File: src/rtl/seg_scan_pkg.sv
// Shared constants, glyph table and FSM encoding for the 7-segment scan decoder.
package seg_scan_pkg;

  localparam int unsigned SEG_W  = 7;
  localparam int unsigned AN_W   = 4;
  localparam int unsigned NIB_W  = 4;
  localparam int unsigned WORD_W = 16;
  localparam int unsigned CNT_W  = 8;

  // Active-low cathode patterns, seg[0]=a ... seg[6]=g
  localparam logic [SEG_W-1:0] GLYPH_0 = 7'h40;
  localparam logic [SEG_W-1:0] GLYPH_1 = 7'h79;
  localparam logic [SEG_W-1:0] GLYPH_2 = 7'h24;
  localparam logic [SEG_W-1:0] GLYPH_3 = 7'h30;
  localparam logic [SEG_W-1:0] GLYPH_4 = 7'h19;
  localparam logic [SEG_W-1:0] GLYPH_5 = 7'h12;
  localparam logic [SEG_W-1:0] GLYPH_6 = 7'h02;
  localparam logic [SEG_W-1:0] GLYPH_7 = 7'h78;
  localparam logic [SEG_W-1:0] GLYPH_8 = 7'h00;
  localparam logic [SEG_W-1:0] GLYPH_9 = 7'h10;
  localparam logic [SEG_W-1:0] GLYPH_A = 7'h08;
  localparam logic [SEG_W-1:0] GLYPH_B = 7'h03;
  localparam logic [SEG_W-1:0] GLYPH_C = 7'h46;
  localparam logic [SEG_W-1:0] GLYPH_D = 7'h21;
  localparam logic [SEG_W-1:0] GLYPH_E = 7'h06;
  localparam logic [SEG_W-1:0] GLYPH_F = 7'h0E;

  localparam logic [SEG_W-1:0] SEG_ALL_OFF = 7'h7F;
  localparam logic [AN_W-1:0]  AN_ALL_OFF  = 4'hF;

  typedef enum logic [1:0] {
    ST_IDLE   = 2'd0,
    ST_SETTLE = 2'd1,
    ST_HOLD   = 2'd2
  } state_t;

  typedef struct packed {
    logic [AN_W-1:0]  an;
    logic [SEG_W-1:0] seg;
    logic             dp;
  } scan_t;

  localparam scan_t SCAN_IDLE = '{an: AN_ALL_OFF, seg: SEG_ALL_OFF, dp: 1'b1};

  // True when exactly one anode is driven low
  function automatic logic an_onehot(input logic [AN_W-1:0] an);
    return (an == 4'hE) || (an == 4'hD) || (an == 4'hB) || (an == 4'h7);
  endfunction

  function automatic logic [1:0] an_index(input logic [AN_W-1:0] an);
    logic [1:0] idx;
    case (an)
      4'hD:    idx = 2'd1;
      4'hB:    idx = 2'd2;
      4'h7:    idx = 2'd3;
      default: idx = 2'd0;
    endcase
    return idx;
  endfunction

endpackage

File: src/rtl/seg_glyph_decode.sv
// Combinational glyph-to-nibble decoder; unknown patterns give nibble 0 and invalid.
module seg_glyph_decode
  import seg_scan_pkg::*;
(
  input  logic [SEG_W-1:0] seg_i,
  output logic [NIB_W-1:0] nib_c_o,
  output logic             invalid_c_o
);

  always_comb begin
    nib_c_o     = '0;
    invalid_c_o = 1'b0;
    case (seg_i)
      GLYPH_0: nib_c_o = 4'h0;
      GLYPH_1: nib_c_o = 4'h1;
      GLYPH_2: nib_c_o = 4'h2;
      GLYPH_3: nib_c_o = 4'h3;
      GLYPH_4: nib_c_o = 4'h4;
      GLYPH_5: nib_c_o = 4'h5;
      GLYPH_6: nib_c_o = 4'h6;
      GLYPH_7: nib_c_o = 4'h7;
      GLYPH_8: nib_c_o = 4'h8;
      GLYPH_9: nib_c_o = 4'h9;
      GLYPH_A: nib_c_o = 4'hA;
      GLYPH_B: nib_c_o = 4'hB;
      GLYPH_C: nib_c_o = 4'hC;
      GLYPH_D: nib_c_o = 4'hD;
      GLYPH_E: nib_c_o = 4'hE;
      GLYPH_F: nib_c_o = 4'hF;
      default: invalid_c_o = 1'b1;
    endcase
  end

endmodule

File: src/rtl/seg_scan_decoder.sv
// Watches multiplexed seg/an/dp lines, decodes each settled digit and rebuilds the 16-bit word.
// Define SEG_SCAN_SYNC_EN to put a 2-flop synchroniser on seg/an/dp (adds 2 cycles latency).
module seg_scan_decoder
  import seg_scan_pkg::*;
#(
  parameter int unsigned SETTLE_CYCLES = 4
) (
  input  logic              clk,
  input  logic              rst_n,
  input  logic [SEG_W-1:0]  seg,
  input  logic [AN_W-1:0]   an,
  input  logic              dp,
  output logic [WORD_W-1:0] value,
  output logic              valid,
  output logic              err,
  output logic [AN_W-1:0]   dp_seen
);

  scan_t raw;
  scan_t cur;
  scan_t prev_q;

  assign raw = scan_t'({an, seg, dp});

`ifdef SEG_SCAN_SYNC_EN
  scan_t sync1_q;
  scan_t sync2_q;

  always_ff @(posedge clk or negedge rst_n) begin
    if (!rst_n) begin
      sync1_q <= SCAN_IDLE;
      sync2_q <= SCAN_IDLE;
    end else begin
      sync1_q <= raw;
      sync2_q <= sync1_q;
    end
  end

  assign cur = sync2_q;
`else
  assign cur = raw;
`endif

  // Previous-cycle sample used for the stability compare
  always_ff @(posedge clk or negedge rst_n) begin
    if (!rst_n) prev_q <= SCAN_IDLE;
    else        prev_q <= cur;
  end

  logic             same_c;
  logic             onehot_c;
  logic             an_chg_c;
  logic [1:0]       dig_c;
  logic [NIB_W-1:0] dec_nib_c;
  logic             dec_invalid_c;

  assign same_c   = (cur == prev_q);
  assign onehot_c = an_onehot(cur.an);
  assign an_chg_c = (cur.an != prev_q.an);
  assign dig_c    = an_index(cur.an);

  seg_glyph_decode u_decode (
    .seg_i       (cur.seg),
    .nib_c_o     (dec_nib_c),
    .invalid_c_o (dec_invalid_c)
  );

  state_t           state_q, state_d;
  logic [CNT_W-1:0] cnt_q, cnt_d;
  logic [CNT_W-1:0] cnt_inc_c;
  logic             latch_c;

  assign cnt_inc_c = (cnt_q == '1) ? cnt_q : cnt_q + CNT_W'(1);

  always_ff @(posedge clk or negedge rst_n) begin
    if (!rst_n) begin
      state_q <= ST_IDLE;
      cnt_q   <= '0;
    end else begin
      state_q <= state_d;
      cnt_q   <= cnt_d;
    end
  end

  // Settle/hold sequencing: a digit latches once its sample has repeated SETTLE_CYCLES times
  always_comb begin
    state_d = state_q;
    cnt_d   = '0;
    latch_c = 1'b0;
    case (state_q)
      ST_IDLE: begin
        if (onehot_c) state_d = ST_SETTLE;
      end
      ST_SETTLE: begin
        if (!onehot_c) begin
          state_d = ST_IDLE;
        end else if (same_c) begin
          cnt_d = cnt_inc_c;
          if (cnt_inc_c >= CNT_W'(SETTLE_CYCLES)) begin
            latch_c = 1'b1;
            cnt_d   = '0;
            state_d = ST_HOLD;
          end
        end
      end
      ST_HOLD: begin
        if (an_chg_c) state_d = onehot_c ? ST_SETTLE : ST_IDLE;
      end
      default: state_d = ST_IDLE;
    endcase
  end

  logic [AN_W-1:0]             mask_q, mask_d;
  logic [AN_W-1:0]             bad_q, bad_d;
  logic [AN_W-1:0]             dpl_q;
  logic [AN_W-1:0][NIB_W-1:0]  nib_q;
  logic                        done_c;

  assign done_c = (mask_q == 4'hF);

  always_comb begin
    mask_d = done_c ? '0 : mask_q;
    bad_d  = done_c ? '0 : bad_q;
    if (latch_c) begin
      mask_d[dig_c] = 1'b1;
      bad_d[dig_c]  = dec_invalid_c;
    end
  end

  always_ff @(posedge clk or negedge rst_n) begin
    if (!rst_n) begin
      mask_q <= '0;
      bad_q  <= '0;
      dpl_q  <= '0;
      nib_q  <= '0;
    end else begin
      mask_q <= mask_d;
      bad_q  <= bad_d;
      if (latch_c) begin
        nib_q[dig_c] <= dec_nib_c;
        dpl_q[dig_c] <= ~cur.dp;
      end
    end
  end

  logic [WORD_W-1:0] value_q;
  logic              valid_q;
  logic              err_q;
  logic [AN_W-1:0]   dp_seen_q;

  // Frame publish: one cycle after the last slot of the frame lands
  always_ff @(posedge clk or negedge rst_n) begin
    if (!rst_n) begin
      value_q   <= '0;
      valid_q   <= 1'b0;
      err_q     <= 1'b0;
      dp_seen_q <= '0;
    end else begin
      valid_q <= done_c;
      if (done_c) begin
        value_q   <= nib_q;
        err_q     <= |bad_q;
        dp_seen_q <= dpl_q;
      end
    end
  end

  assign value   = value_q;
  assign valid   = valid_q;
  assign err     = err_q;
  assign dp_seen = dp_seen_q;

endmodule
File: config.mk
export PLATFORM = sky130hd
export DESIGN_NAME = seg_scan_decoder
export DESIGN_NICKNAME = d
export VERILOG_FILES = /design/src/rtl/seg_scan_pkg.sv /design/src/rtl/seg_glyph_decode.sv /design/src/rtl/seg_scan_decoder.sv
export SDC_FILE = /design/constraint.sdc
export NUM_CORES = 1
export LEC_CHECK = 0
export CAP_MARGIN = 20
export CORE_MARGIN = 1
export CORE_UTILIZATION = 45
export CTS_CLUSTER_SIZE = 8
export DETAILED_ROUTE_END_ITERATION = 8
export DONT_BUFFER_PORTS = 1
export PLACE_DENSITY = 0.61
export SYNTH_ARGS = -nofsm -noshare
export SYNTH_HDL_FRONTEND = slang
export SYNTH_SLANG_ARGS = --single-unit
File: constraint.sdc
create_clock -name clk -period 2.3 [get_ports clk]
set_input_delay 0.23 -clock clk [delete_from_list [all_inputs] [get_ports clk]]
set_output_delay 0.23 -clock clk [all_outputs]
set_load 0.02 [all_outputs]
---- After elaboration in Yosys (flattened, before gate mapping) ----
Index checks and enable logic that the tools add are counted.
storage, ports and cells
  bits in registers ....................... 72
  output and inout bits ................... 22
cells by class
  $add $sub $neg .......................... 1
  order comparisons ....................... 3
  equality and inequality tests ........... 29
  multiplexer cells ....................... 30
  bitwise logic cells ..................... 2
  reduce and logical (&&, ||, !) cells .... 9
operators with widths
  cell                                                                   number
  4-bit one-hot mux with 15 select lines                                 1
  8-bit 2-to-1 mux                                                       5
  7-bit equality test, second input constant                             4
  7-bit by 5-bit equality test with 1-bit output, second input constant  3
  7-bit by 6-bit equality test with 1-bit output, second input constant  3
  4-bit 2-to-1 mux                                                       5
  16-bit bitwise mux                                                     1
  4-bit equality test, second input constant                             4
  16-bit OR reduction                                                    1
  7-bit by 2-bit equality test with 1-bit output, second input constant  2
  7-bit by 4-bit equality test with 1-bit output, second input constant  2
  12-bit equality test                                                   1
  2-bit one-hot mux with 3 select lines                                  2
  2-bit 2-to-1 mux                                                       5
  8-bit by 1-bit adder with 8-bit output, second input constant          1
  4-bit bitwise mux                                                      2
  4-bit demux with 2-bit select                                          1
  8-bit equality test, second input constant                             1
  8-bit by 3-bit >= comparator with 1-bit output, second input constant  1
  7-bit by 3-bit equality test with 1-bit output, second input constant  1
  7-bit zero test                                                        1
  1-bit 2-to-1 mux                                                       7
  3-bit != test, second input constant                                   2
  4-bit by 3-bit equality test with 1-bit output, second input constant  1
  14 further kinds                                                       17

---- Longest topological paths before layout ----
Gate-level depths: netlist (run 1).
  depth after elaboration ................. 8
  gate-level depth with buffers ........... 6
  gate-level depth less buffers ........... 6

---- Modules after synthesis ----
From an unflattened synthesis (run 1), not the netlist that was laid out.
unflattened totals
  cells, all modules ...................... 314
  area, all modules ....................... 3329.4 um2
by module, submodules not included
  module            times used  cells an instance  area an instance (um2)  seq. area each (um2)
  seg_scan_decoder  1           251                2947.8                  1816.7
  seg_glyph_decode  1           63                 381.6                   0.0

---- Worst setup path after synthesis (run 1) ----
No wires, ideal clock.
  path type ............................... register to register
  start ................................... reg cnt_q[0]
  end ..................................... reg nib_q[10] (netlist name)
  library setup time ...................... 125 ps
  arrival ................................. 2027 ps
  data required time ...................... 2175 ps
  slack ................................... 149 ps
  cell stages (with the launch flop) ...... 7
  buffers on the path ..................... 0
  cell sequence ........................... dfrtp_1 > ha_1 > a21boi_0 > a21o_2 > a2111oi_4 > nand3_2 > mux2_2
on the way
  cells in the longest elaborated chain, start to end .. 7
  elaborated cells on any way between the ends .. 8
ends and longest elaborated chain
  item                                                                           line                     RTL
  start: declaration                                                             seg_scan_decoder.sv:69   logic [CNT_W-1:0] cnt_q, cnt_d;
  start signal: assignment                                                       seg_scan_decoder.sv:81   cnt_q <= cnt_d;
  8-bit by 1-bit adder with 8-bit output or 8-bit equality test (tied branches)  seg_scan_decoder.sv:73   assign cnt_inc_c = (cnt_q == '1) ? cnt_q : cnt_q + CNT_W'(1);
  8-bit 2-to-1 mux *                                                             seg_scan_decoder.sv:73
  8-bit by 3-bit >= comparator with 1-bit output *                               seg_scan_decoder.sv:99   if (cnt_inc_c >= CNT_W'(SETTLE_CYCLES)) begin
  1-bit 2-to-1 mux *                                                             seg_scan_decoder.sv:99
  1-bit 2-to-1 mux *                                                             seg_scan_decoder.sv:97   end else if (same_c) begin
  1-bit 2-to-1 mux *                                                             seg_scan_decoder.sv:95   if (!onehot_c) begin
  1-bit 2-to-1 mux *                                                             seg_scan_decoder.sv:90   case (state_q)
  end signal: indexed assignment                                                 seg_scan_decoder.sv:140  nib_q[dig_c] <= dec_nib_c;
  end: declaration                                                               seg_scan_decoder.sv:116  logic [AN_W-1:0][NIB_W-1:0] nib_q;
Mark *: on every way between the ends. The rest lies on a longest branch, timed or not.
A chain may end at the register's enable or synchronous reset.

---- Worst setup path after layout (run 1) ----
  start ................................... reg cnt_q[0]
  end ..................................... reg nib_q[8] (netlist name)
Same word-level chain as after synthesis.

==> metrics.md, run 1 <==
| Metric | Value |
|---|---|
| Cell Chain, Critical Path | `ha_1, a21boi_0, a21o_2, a2111oi_4, buf_4, nand3_2, mux2_2` |
| Main synth FF type | `sky130_fd_sc_hd__dfrtp_1` |
| Area growth, synth to finish | `12.0%` |
| Layout Skew | `about 0.0082 ns` |
| Delay-heaviest family, CP | `compound AO/OA/AOI/OAI gates` |
| Remaining max-slew budget at the tightest pin | `between 60% and 70%` |
| Final setup viols | `0` |
| Setup repair after global routing missed its margin | `false` |
| Share of flip-flops with an asynchronous set or reset | `100%` |
| Final Power | `roughly 2.4 mW` |
| Total half-perimeter wirelength after legalization and detailed placement | `around 3800 µm` |
| Number of violations of the max-capacitance limit | `0` |
| Number of instances in the synthesized netlist | `287` |
| Critical Path Fanout Max | `7` |
| Register area | `~1800 µm²` |
| Highest ir drop seen on vdd | `approximately 0.22 mV` |
| Standard cell area after detailed placement | `3290 µm²` |
| Cell accounting for the most synthesized area | `sky130_fd_sc_hd__dfrtp_1` |
| Worst Max-Slew Pin Slew | `around 0.52 ns` |
| Top cells by instance count after synthesis | `sky130_fd_sc_hd__nand2_1, sky130_fd_sc_hd__dfrtp_1, sky130_fd_sc_hd__mux2_2, sky130_fd_sc_hd__xnor2_1, sky130_fd_sc_hd__dfstp_2` |
| Crit path max-delay cell type | `sky130_fd_sc_hd__dfrtp_1` |
| Residual antenna-violating net count after detailed routing | `0` |
| N_diodes | `0` |
| Via count of the routed design | `2034` |
| Number of register bits inferred by synthesis | `72` |
| Data arrival time of the critical path | `2.44 ns` |
| Mapped Area | `3240 µm²` |
| Antenna violations before repair | `0` |
| Fill cell count | `625` |
| Area of the die | `7530 µm²` |
| Number of vias per cell after detailed routing | `slightly below 5` |
| First element of the critical path | `cnt_q[0]$_DFF_PN0_` |
| Die extent in x | `86.8 µm` |
| Congestion Overflow GR | `0` |
| Fraction of layout instances using a drive strength above 1 | `between 20% and 30%` |
| Period utilization | `a little over nine tenths` |
| Beginning of the worst hold path | `an[1]` |
| Crit path capture type | `flip-flop` |
| Clk Latency, worst-skew pair | `about 0.34 ns` |
| Total of warnings raised by yosys | `0` |
| Cell types with the largest area share after synthesis | `sky130_fd_sc_hd__dfrtp_1, sky130_fd_sc_hd__dfstp_2, sky130_fd_sc_hd__nand2_1` |
| Area share of the largest cell type after synthesis | `46.4%` |
| Starting density of the core | `a little under half` |
| Count of port buffers added during placement | `0` |
| RR Startpoint | `cnt_q[0]$_DFF_PN0_` |
| Run status | `completed` |
| Syn_area_per_cell | `11.3 µm²` |
| Sequential-to-total area share from yosys stat | `56.1%` |
| Total non-filler cell area in the finished layout | `3620 µm²` |
| Wire length of the first global-routing pass | `between 10000 and 15000 µm` |
| All-Layer GR Usage | `roughly 18%` |
| Die height | `between 80 and 90 µm` |
| Placeable core region | `6870 µm²` |
| Post-layout net count | `324` |
| Number of detailed-route iterations in the first pass | `4` |
| Number of synthesized flops with an enable pin | `0` |
| Final Slew Violations | `0` |
| Total clock buffers created by CTS | `9` |
| Post-CTS clock slew at the launch and capture registers of the worst setup and hold paths | `approximately 0.07 ns` |
| Min-Delay Path Class | `in2reg` |
| Time the final worst path needs with I/O delays and setup | `about 2.2 ns` |
| Clock Tree Root | `sky130_fd_sc_hd__clkbuf_8` |
| Leak Pwr | `between 1.5 and 2 nW` |
| H-tree depth | `3` |
| Max Buffers Root-to-Sink | `2` |
| Post-detailed-route wirelength per cell | `~14 µm` |
| Most used standard cell by instance count after synthesis | `sky130_fd_sc_hd__nand2_1` |
| IO Pins | `36` |
| Category of the worst setup path launch point | `flip-flop` |
| Setup TNS | `0 ns` |
| Area of the multi-input gates | `between 1000 and 1500 µm²` |
| Vias in the first global route | `2054` |
| Pre-CTS WS | `~0.09 ns` |
| Final Wtd Congestion | `approximately 0.77` |
| Total power divided by cell area | `654 nW/µm²` |
| Count of unresolved DRC violations after routing | `0` |
| Rows | `30` |
| Total Routed Length | `about 5700 µm` |
| Distinct cell type count after synthesis | `a little over 50` |
| CTS tree | `done` |
| Number of clock sinks | `between 70 and 80` |
| Tightest hold margin | `between 0.2 and 0.25 ns` |
| Endpoints failing hold | `0` |
| Largest net degree at the start of global routing | `73` |
| Number of buffer and inverter instances along the worst setup path | `1` |
| Endpoint required time on the critical path | `roughly 2.5 ns` |
| Violation count after the first detailed-routing iteration | `between 70 and 80` |
| Delay of the slowest cell on the worst path | `roughly 0.40 ns` |
| Critical Setup Path Class | `reg2reg` |
| Peak clock frequency supported by timing | `around 0.45 GHz` |
| PnR worst setup slack | `0.0851 ns` |
| Post-CTS sizing | `0` |
-- kinds of logic after synthesis --
| group | share of synthesized area (%) |
|---|---|
| AO/OA/AOI/OAI | 5.96 |
| XOR/XNOR | 4.06 |
| adder cells (fa/ha/maj) | 0.387 |
| buffers and inverters | 4.33 |
| flip-flops | 56.1 |
| multiplexers | 8.70 |
| other | 0.116 |
| AND/OR/NAND/NOR | 20.3 |
-- cell usage in the layout (no fill, tap or decap), types with 2 or more instances in the layout --
master | netlist | final
sky130_fd_sc_hd__nand3_2 | 4 | 4
sky130_fd_sc_hd__nor2b_1 | 4 | 4
sky130_fd_sc_hd__dfstp_2 | 12 | 12
sky130_fd_sc_hd__clkbuf_1 | 4 | 3
sky130_fd_sc_hd__clkinv_2 | 0 | 3
sky130_fd_sc_hd__o21ai_0 | 11 | 11
sky130_fd_sc_hd__nand2_1 | 71 | 71
sky130_fd_sc_hd__and4b_2 | 2 | 2
sky130_fd_sc_hd__buf_4 | 0 | 4
sky130_fd_sc_hd__mux2i_1 | 9 | 9
sky130_fd_sc_hd__inv_1 | 5 | 5
sky130_fd_sc_hd__a21oi_1 | 7 | 7
sky130_fd_sc_hd__mux2_2 | 17 | 17
sky130_fd_sc_hd__nor3_1 | 3 | 3
sky130_fd_sc_hd__clkbuf_8 | 5 | 9
sky130_fd_sc_hd__dlygate4sd3_1 | 0 | 13
sky130_fd_sc_hd__nor2_1 | 8 | 8
sky130_fd_sc_hd__nand4_1 | 6 | 6
sky130_fd_sc_hd__nor3b_1 | 6 | 6
sky130_fd_sc_hd__conb_1 | 1 | 6
sky130_fd_sc_hd__nand3_1 | 4 | 4
sky130_fd_sc_hd__dfrtp_1 | 60 | 60
sky130_fd_sc_hd__xnor2_1 | 15 | 15
-- path summary, 6_finish.rpt --
check | endpoint | slack [ns] | cells past startpoint
max in group asynchronous | prev_q[10]$_DFF_PN1_ | 1.53 | 2
min reg2reg | value[0]$_DFFE_PN0P_ | 0.47 | 2
max | nib_q[8]$_DFFE_PN0P_ | 0.09 | 7
min | mask_q[1]$_DFF_PN0_ | 0.22 | 3
max reg2reg | nib_q[8]$_DFFE_PN0P_ | 0.09 | 7
min in group asynchronous | value[5]$_DFFE_PN0P_ | 0.43 | 2
-- what timing repair did --
action,4_1_cts,5_1_grt
hold buffers,14,0
hold endpoints to repair,88,0
buffers inserted,0,0
-- state kept, by name, summed over array words and instances, names as in the netlist, 4 cells and up --
register,cells
nib_q,16
dp_seen,4
bad_q,4
value,16
prev_q,12
mask_q,4
cnt_q,8
dpl_q,4
-- metrics by stage --
step	util [%]	std cells
6_report	52.8	410
5_1_grt	52.8	410
4_1_cts	52.8	410
3_5_place_dp	47.9	380
3_3_place_gp	47.9	380
2_1_floorplan	-	292
-- worst register-to-register path: stages, from the launching register on --
cell	delay [ns]
sky130_fd_sc_hd__dfrtp_1	0.40
sky130_fd_sc_hd__ha_1	0.24
sky130_fd_sc_hd__a21boi_0	0.14
sky130_fd_sc_hd__a21o_2	0.25
sky130_fd_sc_hd__a2111oi_4	0.33
sky130_fd_sc_hd__buf_4	0.20
sky130_fd_sc_hd__nand3_2	0.21
sky130_fd_sc_hd__mux2_2	0.33
-- report_power, final --
| group | total [mW] | switching [mW] | internal (mW) | leakage [nW] |
|---|---|---|---|---|
| registers | 1.30 | 0.00844 | 1.29 | 0.903 |
| clock network | 0.936 | 0.439 | 0.497 | 0.0941 |
| logic | 0.134 | 0.0674 | 0.0661 | 0.745 |
| total | 2.37 | 0.514 | 1.86 | 1.74 |
-- layout make-up --
type / instances / share of cell area [%]
tap: 96 / 3.31
multi-input combinational: 202 / 35.8
clock buffer: 12 / 3.73
inverter: 6 / 0.621
clock inverter: 4 / 1.24
sequential: 72 / 50.1
timing repair buffer: 18 / 5.18
-- routing by layer --
metal / up-vias / global-route usage (%) / routed length (µm)
met5: - / 0 / 0
met4: 0 / 8.64 / 108
met3: 9 / 4.86 / 226
met2: 36 / 24.8 / 2480
met1: 973 / 25.4 / 2930
li1: 1016 / - / -
(Power assumes the default switching activity.)
==> run 2, diff against run 1 <==
--- a/config.mk
+++ b/config.mk
@@ -8,7 +8,6 @@
 export CAP_MARGIN = 20
 export CORE_MARGIN = 1
 export CORE_UTILIZATION = 45
-export CTS_CLUSTER_SIZE = 8
 export DETAILED_ROUTE_END_ITERATION = 8
 export DONT_BUFFER_PORTS = 1
 export PLACE_DENSITY = 0.61
==> results of run 2 <==
No change in the layout: final DEF, timing and power equal those of run 1.
==> run 3, diff against run 2 <==
==> constraint.sdc (replaced) <==
create_clock -name clk -period 1.82 [get_ports clk]
set_input_delay 0.182 -clock clk [delete_from_list [all_inputs] [get_ports clk]]
set_output_delay 0.182 -clock clk [all_outputs]
set_load 0.02 [all_outputs]
==> run 3 against run 2 <==
  * The flow now finishes with violations (negative hold slack, negative setup slack)
  * Final area grew 6.2%
  * Sequential cell count did not move
  * Via count rose by 4.8%
  * Non-clock buffer count rose by 13
  * Routed wire length increased by 4.7%
  * Sequential power is 26% higher
  * Global-route usage grew 0.074 points
  * Clock skew barely moved
  * Critical path depth unchanged
  * Combinational power increased by 5%
  * Critical path type unchanged
  * Largest power group unchanged
  * Highest routed layer unchanged
==> metrics.md, run 3 (same netlist as run 1, synthesis figures left out) <==
| Metric | Value |
|---|---|
| Run status | `finished, violations left` |
| Failing checks | `negative hold slack, negative setup slack` |
| Total power divided by cell area | `just over 800 nW/µm²` |
| Vias in the first global route | `about 2100` |
| Count of unresolved DRC violations after routing | `0` |
| Time the final worst path needs with I/O delays and setup | `between 1.5 and 2 ns` |
| Clock Tree Root | `sky130_fd_sc_hd__clkbuf_8` |
| Congestion Overflow GR | `0` |
| Worst Max-Slew Pin Slew | `approximately 0.53 ns` |
| Total Routed Length | `approximately 6000 µm` |
| Min-Delay Path Class | `in2async` |
| Number of buffer and inverter instances along the worst setup path | `1` |
| Layout Skew | `0.00863 ns` |
| Highest ir drop seen on vdd | `around 0.47 mV` |
| Register area | `roughly 1800 µm²` |
| P_int | `approximately 2.5 mW` |
| Number of violations of the max-capacitance limit | `0` |
| Standard cell area after detailed placement | `approximately 3400 µm²` |
| Wire length of the first global-routing pass | `roughly 10000 µm` |
| Total half-perimeter wirelength after legalization and detailed placement | `about 3700 µm` |
| Proportion of power drawn by the clock network | `between 40% and 50%` |
| Crit path max-delay cell type | `sky130_fd_sc_hd__dfrtp_1` |
| Post-layout net count | `between 300 and 400` |
| Die extent in x | `between 80 and 90 µm` |
| Data arrival time of the critical path | `approximately 2.2 ns` |
| Number of cells in the finished layout apart from fillers | `423` |
| Clk Latency, worst-skew pair | `between 0.3 and 0.4 ns` |
| PnR worst setup slack | `-0.176 ns` |
| Pre-CTS WS | `-0.256 ns` |
| Final setup viols | `27` |
| Switching component of the power | `0.659 mW` |
| Cell Chain, Critical Path | `ha_2, a21boi_1, a21o_2, a2111oi_4, buf_6, nand3_4, mux2_4` |
| Delay-heaviest family, CP | `compound AO/OA/AOI/OAI gates` |
| Number of placed instances with taps included | `390` |
| Max Buffers Root-to-Sink | `2` |
| Number of vias per cell after detailed routing | `5.04` |
| Most frequent cells in the layout | `sky130_fd_sc_hd__nand2_1, sky130_fd_sc_hd__dfrtp_1, sky130_fd_sc_hd__mux2_2, sky130_fd_sc_hd__xnor2_1` |
| Leak Pwr | `between 1.5 and 2 nW` |
| Violation count after the first detailed-routing iteration | `between 100 and 150` |
| Residual antenna-violating net count after detailed routing | `0` |
| Largest net degree at the start of global routing | `73` |
| Remaining max-slew budget at the tightest pin | `roughly 64%` |
| Critical Setup Path Class | `reg2reg` |
| Category of the worst setup path launch point | `flip-flop` |
| Commonest non-fill, non-tap cell in the layout | `sky130_fd_sc_hd__nand2_1` |
| Area of the multi-input gates | `roughly 1400 µm²` |
| Post-CTS Hold Fix Bufs | `12` |
| Switching fraction of total power | `about a fifth` |
| Total non-filler cell area in the finished layout | `a little under 4000 µm²` |
| Comb power frac | `about 4.5%` |
| Post-CTS clock slew at the launch and capture registers of the worst setup and hold paths | `about 0.08 ns` |
| Setup TNS | `-3.04 ns` |
| Final Power | `between 3 and 4 mW` |
| Area of the die | `~7500 µm²` |
| Tightest hold margin | `-0.474 ns` |
| Endpoints failing hold | `72` |
| All-Layer GR Usage | `~18%` |
| Post-detailed-route wirelength per cell | `between 10 and 15 µm` |
| Final design utilization | `between 50% and 60%` |
| Final Slew Violations | `0` |
| Peak clock frequency supported by timing | `about 0.5 GHz` |
| Setup repair after global routing missed its margin | `true` |
| Number of clock sinks | `72` |
| Via count of the routed design | `roughly 2100` |
| Total clock buffers created by CTS | `9` |
| Number of detailed-route iterations in the first pass | `4` |
| H-tree depth | `3` |
| Fill cell count | `around 620` |
| Endpoint required time on the critical path | `around 2 ns` |
| CTS tree | `done` |
| Area growth, synth to finish | `19.0%` |
| N_diodes | `0` |
| Die height | `approximately 87 µm` |
| Rows | `30` |
| Final Wtd Congestion | `between 0.7 and 0.8` |
| Crit path capture type | `flip-flop` |
| Antenna violations before repair | `0` |
| Sequential fraction of design power | `around 53%` |
| Delay of the slowest cell on the worst path | `between 0.3 and 0.4 ns` |
| Fraction of layout instances using a drive strength above 1 | `about 27%` |
| Starting density of the core | `a little under half` |
| Count of port buffers added during placement | `0` |
| IO Pins | `36` |
| Critical Path Fanout Max | `7` |
| Period utilization | `110%` |
| Placeable core region | `approximately 7000 µm²` |
run 3: cell types whose count changed in the layout (fill, tap and decap cells not counted), moves of 4 or more:
cell | before | now
sky130_fd_sc_hd__buf_6 | 0 | 9
sky130_fd_sc_hd__buf_4 | 4 | 10
sky130_fd_sc_hd__nand3_2 | 4 | 0
sky130_fd_sc_hd__nand3_4 | 0 | 4
run 3: final timing paths:
kind                                 startpoint              endpoint  slack, ns  cells past startpoint
max in group asynchronous                 rst_n   prev_q[8]$_DFF_PN1_       2.08                      0
setup reg to reg             cnt_q[1]$_DFF_PN0_  nib_q[4]$_DFFE_PN0P_      -0.18                      7
hold / removal                            rst_n       valid$_DFF_PN0_      -0.47                      0
setup / recovery             cnt_q[1]$_DFF_PN0_  nib_q[4]$_DFFE_PN0P_      -0.18                      7
min in group clk                          an[0]  nib_q[3]$_DFFE_PN0P_       0.22                      3
hold reg to reg            nib_q[3]$_DFFE_PN0P_  value[3]$_DFFE_PN0P_       0.46                      2
run 3: power by group through the flow:
| stage | Combinational, mW | Sequential (mW) | Clock (mW) |
|---|---|---|---|
| final | 0.141 | 1.64 | 1.33 |
| after global routing | 0.155 | 1.65 | 1.44 |
| after CTS | 0.138 | 1.64 | 1.35 |
| after detailed placement | 0.110 | 1.67 | 0 |
| after global placement | 0.108 | 1.67 | 0 |
| after floorplan | 0.127 | 1.67 | 0 |
run 3: timing repair:
action | in CTS | in global routing
gates cloned | 0 | 0
hold endpoints to repair | 88 | 72
buffers inserted | 2 | 4
gates resized for setup | 12 | 13
setup endpoints to repair | 31 | 32
pin swaps | 3 | 2
run 3: per-layer routing:
metal  vias to the layer above  wire, µm  track usage (%)
li1                       1043         -                -
met1                      1048      3080             25.3
met2                        34      2690             26.3
met3                         7       192             5.05
met4                         0        59             5.91
met5                         -         0                0
run 3: worst register-to-register path: stages (launching register included):
cell and delay [ns]:
sky130_fd_sc_hd__dfrtp_1 0.38, sky130_fd_sc_hd__ha_2 0.19, sky130_fd_sc_hd__a21boi_1 0.12, sky130_fd_sc_hd__a21o_2 0.21, sky130_fd_sc_hd__a2111oi_4 0.30, sky130_fd_sc_hd__buf_6 0.20
sky130_fd_sc_hd__nand3_4 0.15, sky130_fd_sc_hd__mux2_4 0.34
run 3: area by class of cell:
class                   count  area share, %
multi-input cells         202           35.8
repair buffers             31           7.70
well taps                  96           3.12
clock inverters             4           1.33
clock buffers              12           4.29
flip-flops and latches     72           47.2
inverters                   6          0.585
